### src/rtl/axilite2lb.sv
// AXI4-Lite slave to local-bus bridge.
// The write channel accepts AW and W in either order or together; the read
// channel runs independently. Each local access is bounded by an optional
// timeout that completes the AXI transaction with SLVERR.
module axilite2lb #(
  parameter int ADDR_W  = 16,
  parameter int DATA_W  = 32,
  parameter int STRB_W  = DATA_W / 8,
  parameter int TIMEOUT = 16
) (
  input  logic              clk,
  input  logic              rst,
  // AXI write address
  input  logic [ADDR_W-1:0] awaddr,
  input  logic [2:0]        awprot,
  input  logic              awvalid,
  output logic              awready,
  // AXI write data
  input  logic [DATA_W-1:0] wdata,
  input  logic [STRB_W-1:0] wstrb,
  input  logic              wvalid,
  output logic              wready,
  // AXI write response
  output logic [1:0]        bresp,
  output logic              bvalid,
  input  logic              bready,
  // AXI read address
  input  logic [ADDR_W-1:0] araddr,
  input  logic [2:0]        arprot,
  input  logic              arvalid,
  output logic              arready,
  // AXI read data
  output logic [DATA_W-1:0] rdata,
  output logic [1:0]        rresp,
  output logic              rvalid,
  input  logic              rready,
  // local write port
  output logic [ADDR_W-1:0] lb_waddr,
  output logic [DATA_W-1:0] lb_wdata,
  output logic [STRB_W-1:0] lb_wstrb,
  output logic              lb_wen,
  input  logic              lb_wready,
  // local read port
  output logic [ADDR_W-1:0] lb_raddr,
  output logic              lb_ren,
  input  logic [DATA_W-1:0] lb_rdata,
  input  logic              lb_rvalid
);

  // Local addresses are word aligned: clear the byte-lane bits.
  localparam int LSB_W = $clog2(STRB_W);
  localparam logic [ADDR_W-1:0] ADDR_MASK = ~((ADDR_W'(1) << LSB_W) - ADDR_W'(1));

  // Timeout counter sized to hold TIMEOUT; a zero TIMEOUT disables the check.
  localparam int CNT_W     = (TIMEOUT > 0) ? $clog2(TIMEOUT + 1) : 1;
  localparam int TO_LAST_I = (TIMEOUT > 0) ? TIMEOUT - 1 : 0;
  localparam logic [CNT_W-1:0] TO_LAST = CNT_W'(TO_LAST_I);
  localparam bit TO_EN = (TIMEOUT > 0);

  localparam logic [1:0] RESP_OKAY   = 2'b00;
  localparam logic [1:0] RESP_SLVERR = 2'b10;

  typedef enum logic [2:0] {W_IDLE, W_ADDR, W_DATA, W_EXEC, W_RESP} wstate_t;
  typedef enum logic [1:0] {R_IDLE, R_EXEC, R_RESP} rstate_t;

  wstate_t wstate_reg, wstate_next;
  rstate_t rstate_reg, rstate_next;

  logic [ADDR_W-1:0] waddr_reg;
  logic [DATA_W-1:0] wdata_reg;
  logic [STRB_W-1:0] wstrb_reg;
  logic [1:0]        bresp_reg;
  logic [CNT_W-1:0]  wcnt_reg;

  logic [ADDR_W-1:0] raddr_reg;
  logic [DATA_W-1:0] rdata_reg;
  logic [1:0]        rresp_reg;
  logic [CNT_W-1:0]  rcnt_reg;

  logic w_timeout;
  logic r_timeout;

  // Protection bits carry no meaning for the local bus.
  logic unused_prot;
  assign unused_prot = ^{awprot, arprot};

  // Timeout fires on the last permitted EXEC cycle; an ack in that cycle takes priority.
  assign w_timeout = TO_EN && (wcnt_reg == TO_LAST);
  assign r_timeout = TO_EN && (rcnt_reg == TO_LAST);

  assign lb_waddr = waddr_reg;
  assign lb_wdata = wdata_reg;
  assign lb_wstrb = wstrb_reg;
  assign bresp    = bresp_reg;
  assign lb_raddr = raddr_reg;
  assign rdata    = rdata_reg;
  assign rresp    = rresp_reg;

  // ---------------- write channel ----------------

  // Write FSM state register.
  always_ff @(posedge clk) begin
    if (rst) wstate_reg <= W_IDLE;
    else     wstate_reg <= wstate_next;
  end

  // Write FSM next state: collect AW and W in any order, execute, respond.
  always_comb begin
    wstate_next = wstate_reg;
    case (wstate_reg)
      W_IDLE: begin
        if (awvalid && wvalid) wstate_next = W_EXEC;
        else if (awvalid)      wstate_next = W_ADDR;
        else if (wvalid)       wstate_next = W_DATA;
      end
      W_ADDR:  if (wvalid)                 wstate_next = W_EXEC;
      W_DATA:  if (awvalid)                wstate_next = W_EXEC;
      W_EXEC:  if (lb_wready || w_timeout) wstate_next = W_RESP;
      W_RESP:  if (bready)                 wstate_next = W_IDLE;
      default: wstate_next = W_IDLE;
    endcase
  end

  // Write FSM outputs; readies are held low while reset is applied.
  always_comb begin
    awready = !rst && ((wstate_reg == W_IDLE) || (wstate_reg == W_DATA));
    wready  = !rst && ((wstate_reg == W_IDLE) || (wstate_reg == W_ADDR));
    lb_wen  = (wstate_reg == W_EXEC);
    bvalid  = (wstate_reg == W_RESP);
  end

  // Write datapath: capture address/data at their handshakes, count EXEC cycles, latch response.
  always_ff @(posedge clk) begin
    if (rst) begin
      waddr_reg <= '0;
      wdata_reg <= '0;
      wstrb_reg <= '0;
      bresp_reg <= RESP_OKAY;
      wcnt_reg  <= '0;
    end else begin
      if (awvalid && awready) waddr_reg <= awaddr & ADDR_MASK;
      if (wvalid && wready) begin
        wdata_reg <= wdata;
        wstrb_reg <= wstrb;
      end
      if (wstate_reg == W_EXEC) begin
        wcnt_reg <= wcnt_reg + CNT_W'(1);
        if (lb_wready)      bresp_reg <= RESP_OKAY;
        else if (w_timeout) bresp_reg <= RESP_SLVERR;
      end else begin
        wcnt_reg <= '0;
      end
    end
  end

  // ---------------- read channel ----------------

  // Read FSM state register.
  always_ff @(posedge clk) begin
    if (rst) rstate_reg <= R_IDLE;
    else     rstate_reg <= rstate_next;
  end

  // Read FSM next state: accept address, wait for local data or timeout, respond.
  always_comb begin
    rstate_next = rstate_reg;
    case (rstate_reg)
      R_IDLE:  if (arvalid)                rstate_next = R_EXEC;
      R_EXEC:  if (lb_rvalid || r_timeout) rstate_next = R_RESP;
      R_RESP:  if (rready)                 rstate_next = R_IDLE;
      default: rstate_next = R_IDLE;
    endcase
  end

  // Read FSM outputs.
  always_comb begin
    arready = !rst && (rstate_reg == R_IDLE);
    lb_ren  = (rstate_reg == R_EXEC);
    rvalid  = (rstate_reg == R_RESP);
  end

  // Read datapath: capture address, count EXEC cycles, latch data and response.
  always_ff @(posedge clk) begin
    if (rst) begin
      raddr_reg <= '0;
      rdata_reg <= '0;
      rresp_reg <= RESP_OKAY;
      rcnt_reg  <= '0;
    end else begin
      if (arvalid && arready) raddr_reg <= araddr & ADDR_MASK;
      if (rstate_reg == R_EXEC) begin
        rcnt_reg <= rcnt_reg + CNT_W'(1);
        if (lb_rvalid) begin
          rdata_reg <= lb_rdata;
          rresp_reg <= RESP_OKAY;
        end else if (r_timeout) begin
          rdata_reg <= '0;
          rresp_reg <= RESP_SLVERR;
        end
      end else begin
        rcnt_reg <= '0;
      end
    end
  end

endmodule
### config.mk
export PLATFORM = sky130hd
export DESIGN_NAME = axilite2lb
export DESIGN_NICKNAME = d
export VERILOG_FILES = /design/src/rtl/axilite2lb.sv
export SDC_FILE = /design/constraint.sdc
export NUM_CORES = 1
export LEC_CHECK = 0
export CAP_MARGIN = 25
export CORE_UTILIZATION = 29
export CTS_BUF_LIST = sky130_fd_sc_hd__clkbuf_4
export CTS_CLUSTER_SIZE = 16
export DETAILED_ROUTE_END_ITERATION = 6
export GPL_ROUTABILITY_DRIVEN = 0
export GPL_TIMING_DRIVEN = 0
export REMOVE_ABC_BUFFERS = 1
export SLEW_MARGIN = 15
export SYNTH_ARGS = -nofsm -noshare
export SYNTH_HDL_FRONTEND = slang
export SYNTH_SLANG_ARGS = --single-unit
export TNS_END_PERCENT = 5
### constraint.sdc
create_clock -name clk -period 1.98 [get_ports clk]
set_clock_uncertainty 0.15 [all_clocks]
set_input_delay 0.495 -clock clk [delete_from_list [all_inputs] [get_ports clk]]
set_output_delay 0.495 -clock clk [all_outputs]
set_load 0.01 [all_outputs]
==> flow_metrics.tcl <==
set metrics [dict create \
    status "complete, no violations" \
    ys_types 33 \
    max-vdd-ir-drop_v 0.000378 \
    hold_buffers 0 \
    setup_viol 0 \
    synthMuxAreaShare_pct 0.691 \
    start_util_pct 29.8 \
    crit_required_ps 1330 \
    worstMarginPinSlew_ps 582 \
    yosys_warnings 0 \
    diodes 0 \
    hold_ws_ps 204 \
    min_path_cells 2 \
    grt_pass1_wl_um 20200 \
    critical_path_class "register to primary output" \
    grt_pass1_vias 4227 \
    maxSlewViolCount 0 \
    design_area_um2 6840 \
    powerDensity_nw_per_um2 795 \
    vias 4137 \
    h-tree-depth 4 \
    core_um2 14600 \
    fp.dieH_um 124 \
    grt-ovfl-total 0 \
    synth_xor_area_share_pct 0.806 \
    drt_wl_total_um 12100 \
    cts_buffer_depth 2 \
    synth_top_area_share_pct 52.0 \
    drc_errors 0 \
    drtIter0Drc 160 \
    core.rowCount 44 \
    stdcell_count 913 \
    synthCells 513 \
    antenna_found_initial 0 \
    viasPerCell 4.53 \
    synth-compound-area-share_pct 16.6 \
    ys_top_cells_by_area "dfxtp_1 52%, o21ai_0 10%, nand2b_1 9.9%, nand2_1 8.3%, a21oi_1 3.9%" \
    final_cell_mix "108 x dfxtp_1, 103 x clkdlybuf4s50_1, 98 x dlygate4sd2_1" \
    ys_async_sr_fraction_pct 0 \
    synth-seq-area-share_pct 52.0 \
    ys_ff_latch 113 \
    hold_viol 0 \
    clkTransAtPathRegs_ps 90 \
    yosys.area.top_type "dfxtp_1" \
    drive_gt1_share_pct 9.19 \
    p_leak_nw 2.93 \
    cts_buffers 17 \
    crit_path_end_kind "primary output" \
    die_width_um 124 \
    area_delta_synth_final_pct 57.4 \
    synth_edf_count 0 \
    hp-class "primary input to register" \
    crit_arrival_ps 1260 \
    clockRootBuffer "clkbuf_4" \
    synthAdderAreaFrac_pct 1.15 \
    synth_area_per_cell_um2 8.48 \
    cts_tree "built" \
    grt_max_degree 43 \
    r2r_cells 7 \
    hpwl_um 8350 \
    cap_viol_max_count 0 \
    place_area_um2 6640 \
    grt_usage_pct 16.2 \
    slew_headroom_pct 61.2 \
    clk_latency_ps 510 \
    synth_top_family_by_area "simple AND/OR/NAND/NOR gates" \
    period_share_pct 96.1 \
    routedWlPerCell_um 13.3 \
    finalNetCount 839 \
    drt_pass1_iterations 5 \
    layout_commonest_cell "dfxtp_1" \
    ioPinCount 226 \
    startpoint_type "register" \
    period_needed_ps 1900 \
    dp_cells 876 \
    yosys.area_share.simple_pct 22.9 \
    die_area_um2 15500 \
    port-buffer-count 209 \
    ant_nets 0 \
    final_util_pct 46.9 \
    max_freq_mhz 526 \
    rsz0062_at_grt "yes" \
    cts.sinks 113 \
    syn_area_um2 4350 \
    crit_path_max_fanout 5 \
    ys.flop_type "dfxtp_1" \
]
## final timing paths
check / start / to / slack [ps]
setup reg to reg: rcnt_reg[0] / rstate_reg[1] / 130
hold / removal: rst / rdata[26] / 200
hold reg to reg: wcnt_reg[0] / wcnt_reg[0] / 310
setup / recovery: rstate_reg[0] / arready / 80
## final cells by class
| type | count | area (um^2) |
|---|---|---|
| Inverter | 6 | 22.5 |
| Tap cell | 184 | 230 |
| Clock buffer | 24 | 180 |
| Multi-Input combinational cell | 353 | 1900 |
| Sequential cell | 113 | 2280 |
| Clock inverter | 4 | 15.0 |
| Fill cell | 1464 | 7750 |
| Timing Repair Buffer | 229 | 2210 |
## critical path: stages (launching register included)
cell and delay (ps):
dfxtp_4 390, nor3_2 200, buf_2 170
## cells by family (layout without fill, tap and decap cells)
group | count (synthesis) | count (layout)
AND/OR/NAND/NOR | 197 | 197
AO/OA/AOI/OAI | 139 | 139
flip-flops | 113 | 113
buffers and inverters | 52 | 263
adder cells (fa/ha/maj) | 4 | 4
XOR/XNOR | 4 | 4
multiplexers | 3 | 3
other | 1 | 6
## synthesized netlist by cell type, types with 3 or more instances
library cell and number:
nand2b_1 69, buf_4 7, clkbuf_2 3, mux2i_1 3
nor3_1 7, ha_1 4, dfxtp_1 113, clkbuf_1 17
a21oi_1 34, nand2_1 96, nor2_1 11, o21ai_1 10
buf_2 19, o21ai_0 87, nand3_1 3, inv_1 6
## report_power, final
part	internal (W)	switching, W
clock network	0.000551	0.000760
registers	0.00255	0.000158
logic	0.000749	0.000674
total	0.00385	0.00159
## stage by stage
step | TNS, ps | setup slack (ps) | power (W)
after detailed placement | -21980 | -471 | 0.00425
after floorplan | -45620 | -1150 | 0.00329
final | 0 | 77.8 | 0.00544
after CTS | -36.2 | -36.2 | 0.00553
after global placement | -409360 | -5430 | 0.00416
after global routing | -118 | -60.3 | 0.00581
## routing by layer
layer | track usage, % | vias up | share of wire [%]
met5 | 0 | - | 0
met1 | 17.9 | 1880 | 43
met3 | 7.30 | 17 | 8.5
met2 | 27.0 | 148 | 47
li1 | - | 2092 | -
met4 | 6.24 | 0 | 1.5
## repair_timing
action | 4_1_cts | 5_1_grt
cloned | 1 | 0
setup buffers | 7 | 1
endpoints found under the hold margin | 0 | 0
pin swaps | 0 | 1
setup endpoints to repair | 106 | 30
resized for setup | 143 | 8
(Power assumes the default switching activity.)
